===== config.mk =====
export PLATFORM = sky130hd
export DESIGN_NAME = wb_regfile
export DESIGN_NICKNAME = d
export VERILOG_FILES = /design/src/rtl/wb_regfile.sv
export SDC_FILE = /design/constraint.sdc
export NUM_CORES = 2
export LEC_CHECK = 0
export BUFFER_PORTS_ARGS = -buffer_cell sky130_fd_sc_hd__buf_2
export CAP_MARGIN = 20
export CELL_PAD_IN_SITES_DETAIL_PLACEMENT = 0
export CELL_PAD_IN_SITES_GLOBAL_PLACEMENT = 1
export CORE_ASPECT_RATIO = 1.5
export CORE_MARGIN = 2
export CORE_UTILIZATION = 47
export DETAILED_ROUTE_END_ITERATION = 8
export PLACE_DENSITY_LB_ADDON = 0.3
export SLEW_MARGIN = 20
export SYNTH_ARGS = -nofsm -noshare
export SYNTH_HDL_FRONTEND = slang
export SYNTH_SLANG_ARGS = --single-unit

===== constraint.sdc =====
create_clock -name clk -period 3.1 [get_ports clk]
set_input_delay 0.62 -clock clk [delete_from_list [all_inputs] [get_ports clk]]
set_output_delay 0.62 -clock clk [all_outputs]
set_load 0.05 [all_outputs]

===== src/rtl/wb_regfile.sv =====
// Writeback stage: load extraction, writeback select, 32x32 regfile with bypassed reads, halt FSM, perf counters.
// Latency: wb_data, wb_fire and read ports are combinational; regs, halted and counters update at the next edge.
// Backpressure: none, one writeback is accepted every cycle.
module wb_regfile #(
  parameter int XLEN = 32,
  parameter int NREG = 32
) (
  input  logic            clk,
  input  logic            rst,
  input  logic [XLEN-1:0] dm_out,
  input  logic [XLEN-1:0] alu_out,
  input  logic [4:0]      rd_index,
  input  logic            halt,
  input  logic            wb_sel,
  input  logic            wb_en,
  input  logic [2:0]      func3,
  input  logic [4:0]      rs1_index,
  input  logic [4:0]      rs2_index,
  output logic [XLEN-1:0] rs1_data,
  output logic [XLEN-1:0] rs2_data,
  output logic [XLEN-1:0] wb_data,
  output logic            wb_fire,
  output logic            halted,
  output logic [31:0]     cycle_cnt,
  output logic [31:0]     wr_cnt
);

  typedef enum logic {RUN, HALT} state_t;

  state_t          state;
  state_t          state_nxt;
  logic [XLEN-1:0] regs [NREG];
  logic [1:0]      off;
  logic [7:0]      ld_byte;
  logic [15:0]     ld_half;
  logic [XLEN-1:0] load_data;

  assign off = alu_out[1:0];

  // Little-endian byte/halfword pick and sign/zero extension by load width code
  always_comb begin
    ld_byte   = 8'h00;
    ld_half   = off[1] ? dm_out[31:16] : dm_out[15:0];
    load_data = dm_out;
    case (off)
      2'd0: ld_byte = dm_out[7:0];
      2'd1: ld_byte = dm_out[15:8];
      2'd2: ld_byte = dm_out[23:16];
      default: ld_byte = dm_out[31:24];
    endcase
    case (func3)
      3'b000: load_data = {{(XLEN-8){ld_byte[7]}}, ld_byte};
      3'b100: load_data = {{(XLEN-8){1'b0}}, ld_byte};
      3'b001: load_data = {{(XLEN-16){ld_half[15]}}, ld_half};
      3'b101: load_data = {{(XLEN-16){1'b0}}, ld_half};
      default: load_data = dm_out;
    endcase
  end

  assign wb_data = wb_sel ? load_data : alu_out;

  // A halt instruction, a halted core, x0 and reset all suppress the commit
  assign wb_fire = rst & wb_en & (rd_index != 5'd0) & ~halt & ~halted;

  // Read ports: x0 is zero, an in-flight commit to the same index is forwarded
  always_comb begin
    rs1_data = regs[rs1_index];
    rs2_data = regs[rs2_index];
    if (wb_fire && (rd_index == rs1_index)) rs1_data = wb_data;
    if (wb_fire && (rd_index == rs2_index)) rs2_data = wb_data;
    if (rs1_index == 5'd0) rs1_data = '0;
    if (rs2_index == 5'd0) rs2_data = '0;
  end

  // Register array commit; reset clears every entry
  always_ff @(posedge clk) begin
    if (!rst) begin
      for (int i = 0; i < NREG; i++) regs[i] <= '0;
    end else if (wb_fire) begin
      regs[rd_index] <= wb_data;
    end
  end

  // Halt state register
  always_ff @(posedge clk) begin
    if (!rst) state <= RUN;
    else      state <= state_nxt;
  end

  // Halt next-state: RUN leaves on halt, HALT is sticky until reset
  always_comb begin
    state_nxt = state;
    case (state)
      RUN:     if (halt) state_nxt = HALT;
      HALT:    state_nxt = HALT;
      default: state_nxt = RUN;
    endcase
  end

  assign halted = (state == HALT);

  // Performance counters: cycles counted while running (including the halt edge), commits counted on fire
  always_ff @(posedge clk) begin
    if (!rst) begin
      cycle_cnt <= '0;
      wr_cnt    <= '0;
    end else begin
      if (state == RUN) cycle_cnt <= cycle_cnt + 32'd1;
      if (wb_fire)      wr_cnt    <= wr_cnt + 32'd1;
    end
  end

endmodule


==> out/metrics.cfg <==
[run_status]
status = complete, but fails checks
failed_checks = negative setup slack

[floorplan]
die_y_um = 428
ioPinCount = 249
die_area_um2 = 123000
core_um2 = 119000
fp.dieW_um = 287
rows = 155
initial_core_util_pct = 47.3

[timing]
fmaxAchievable_ghz = 0.288
worst_pin_slew_ns = 0.977
fin_crit_sh_pct = 112
setup_viol = 65
fin_ws_ns = -0.367
slew_violations = 0
skew_ns = 0.0295
finalHoldViolations = 0
period_needed_ns = 3.47
rsz0062_at_grt = true
slew_headroom_pct = 33.2

[logic_synthesis]
synth-main-ff-cell = edfxtp_1
synth-compound-area-share_pct = 5.74
ys_warn_count = 0
syn_inst = 4217
syn_avg_cell_area_um2 = 13.4
synth_top_family_by_area = multiplexers
synth_mux_area_share_pct = 21.4
synth_edf_count = 1024
postSynth.asyncResetShare_pct = 0
ys_ff_latch = 1089
yosysSeqAreaShare_pct = 56.9
synth_xor_xnor_area_share_pct = 0.684
synthSimpleGateAreaFrac_pct = 11.5
synthAdderAreaFrac_pct = 0.0444
netlist_area_um2 = 56400
synth.distinct_cells = 76

[drt]
drc = 0
firstDrtPassIters = 5
viasPerCell = 6.50
wl_per_cell_um = 33.0
antenna_left = 0
num_vias = 43100
routed_wl_mm = 219
first_iter_violations = 5312

[global_route]
grt_remaining_overflow = 0
grt_start_max_net_pins = 53
grt_pass1_vias = 43300
grt_antenna_before_repair = 1
grt.total_usage_pct = 35.4
grt_pass1_wl_mm = 308

[placed_design]
io_buffers = 248
placed_area_um2 = 66500
dpl.cell_count = 6346
hpwl_mm = 144
gp_congestion = 0.947

[setup_path]
path_max_fanout = 4
cp-start-kind = flip-flop
crit_type = flip-flop to output port
worstPathCellList = and4bb_4 > o21ai_4 > nor4_4 > buf_6 > buf_12 > buf_16 > buf_6 > a211oi_4 > a211oi_4 > buf_12
crit_required_ns = 2.48
endpoint_kind = output port
cp.arrival_ns = 2.85
reg2reg_slack_ns = 0.61
slowest_delay_ns = 0.40
crit_slowest_cell = a211oi_4

[finish]
fin_nets = 5065
final_layout_size_suffix_gt1_share_pct = 41.0
num-fill-cells = 9146
syn2layout_area_growth_pct = 28.9
final_area_um2 = 72700
utilization_pct = 61.0
stdcell_count = 6632

[clocking]
cts_tree = built
clk_pin_slew_worst_paths_ns = 0.06
clockRootBuffer = clkbuf_16
cts_buffer_depth = 3
clock_latency_ns = 0.72
cts_sinks = 1089
numCtsBuffers = 107
htree_levels = 3

[min_path]
hold_path.class = input pin to flip-flop

[pwr]
peakVddDrop_mv = 0.434
leakagePower_nw = 27.7
powerDensity_nw_per_um2 = 506

[run]
cap_violations = 0

final cells by class:
class | count | area, µm² | area share, %
diodes | 1 | 2.50 | 0.00344
clock buffers | 127 | 2830 | 3.89
clock inverters | 67 | 614 | 0.846
inverters | 58 | 219 | 0.301
multi-input cells | 2667 | 24600 | 33.8
flip-flops and latches | 1089 | 32100 | 44.1
well taps | 1570 | 1960 | 2.70
repair buffers | 1053 | 10400 | 14.3
flip-flops by register name, summed over array words and instances (netlist names):
signal	count
regs	1024
cycle_cnt	32
wr_cnt	32
halted	1
cells by family after synthesis:
| logic type | count (synthesis) |
|---|---|
| AND/OR/NAND/NOR | 1538 |
| flip-flops | 1089 |
| multiplexers | 600 |
| buffers and inverters | 492 |
| AO/OA/AOI/OAI | 451 |
| XOR/XNOR | 44 |
| adder cells (fa/ha/maj) | 2 |
| other | 1 |
synthesized netlist by cell type (all sizes together), types with 13 or more instances:
cell | number | area (µm²)
a221o | 13 | 130
mux2 | 74 | 833
nand3 | 27 | 140
a21oi | 30 | 150
xnor2 | 31 | 272
edfxtp | 1024 | 30700
clkbuf | 261 | 980
nor3 | 59 | 300
and2 | 25 | 156
nor4 | 31 | 230
a22oi | 86 | 646
mux4 | 477 | 10700
nand2 | 189 | 709
xor2 | 13 | 114
nand2b | 31 | 194
buf | 173 | 911
a22o | 17 | 149
dfxtp | 65 | 1300
nor2b | 17 | 106
mux2i | 49 | 490
nor2 | 1079 | 4050
inv | 57 | 214
a211oi | 91 | 688
o22ai | 123 | 832
o21ai | 40 | 200
worst max-delay path, delay by kind of cell (launching register included):
kind	cells	cell delay, ns
buffers and inverters	5	0.70
AOI/OAI and AO/OA	3	0.57
and+or+nand+nor	2	0.54
DFF	1	0.32
metal layers:
| layer | routed length [µm] | vias up | global-route usage [%] |
|---|---|---|---|
| met4 | 21300 | 4 | 29.8 |
| met3 | 21300 | 746 | 6.30 |
| met1 | 70800 | 21900 | 41.0 |
| met2 | 106000 | 2972 | 57.0 |
| li1 | - | 17500 | - |
| met5 | 27 | - | 0 |
worst paths after layout:
| kind | end | depth (start not counted) | start |
|---|---|---|---|
| max | rs2_data[2] | 10 | halted |
| min | halted | 4 | halt |
| max reg2reg | regs[14][9] | 6 | halted |
| min reg2reg | wr_cnt[28] | 2 | wr_cnt[28] |
cells in the final DEF (no fill, tap or decap), types with 69 or more instances in the layout:
cell,n
a211oi_4,69
mux2_2,71
edfxtp_1,1024
nand2_1,143
nor2_1,1072
buf_12,155
mux4_2,477
o22ai_1,87
clkbuf_16,113
buf_6,109
buf_4,592
a22oi_1,75
buf_2,161
stage by stage:
stage | setup WS (ns) | hold WS, ns | power [mW] | TNS (ns)
6_report | -0.367 | 0.215 | 36.7 | -17.91
5_1_grt | -0.366 | 0.241 | 37.5 | -18.82
4_1_cts | -0.400 | 0.182 | 36.6 | -17.47
3_5_place_dp | -0.737 | 0.476 | 23.3 | -34.88
3_3_place_gp | -0.757 | 0.461 | 23.2 | -33.97
2_1_floorplan | -0.202 | 0.683 | 20.4 | -3.13
what timing repair did:
item	4_1_cts	5_1_grt
buffers inserted	62	38
cloned	12	4
resized for setup	287	111
hold buffers	0	0
pin swaps	67	51
endpoints found under the setup margin	81	80
where the power goes:
group          internal, mW  switching (mW)  total [mW]
clock network          7.33            5.79        13.1
logic                  2.83            3.97        6.80
registers              16.5           0.274        16.8
(Power assumes the default switching activity.)
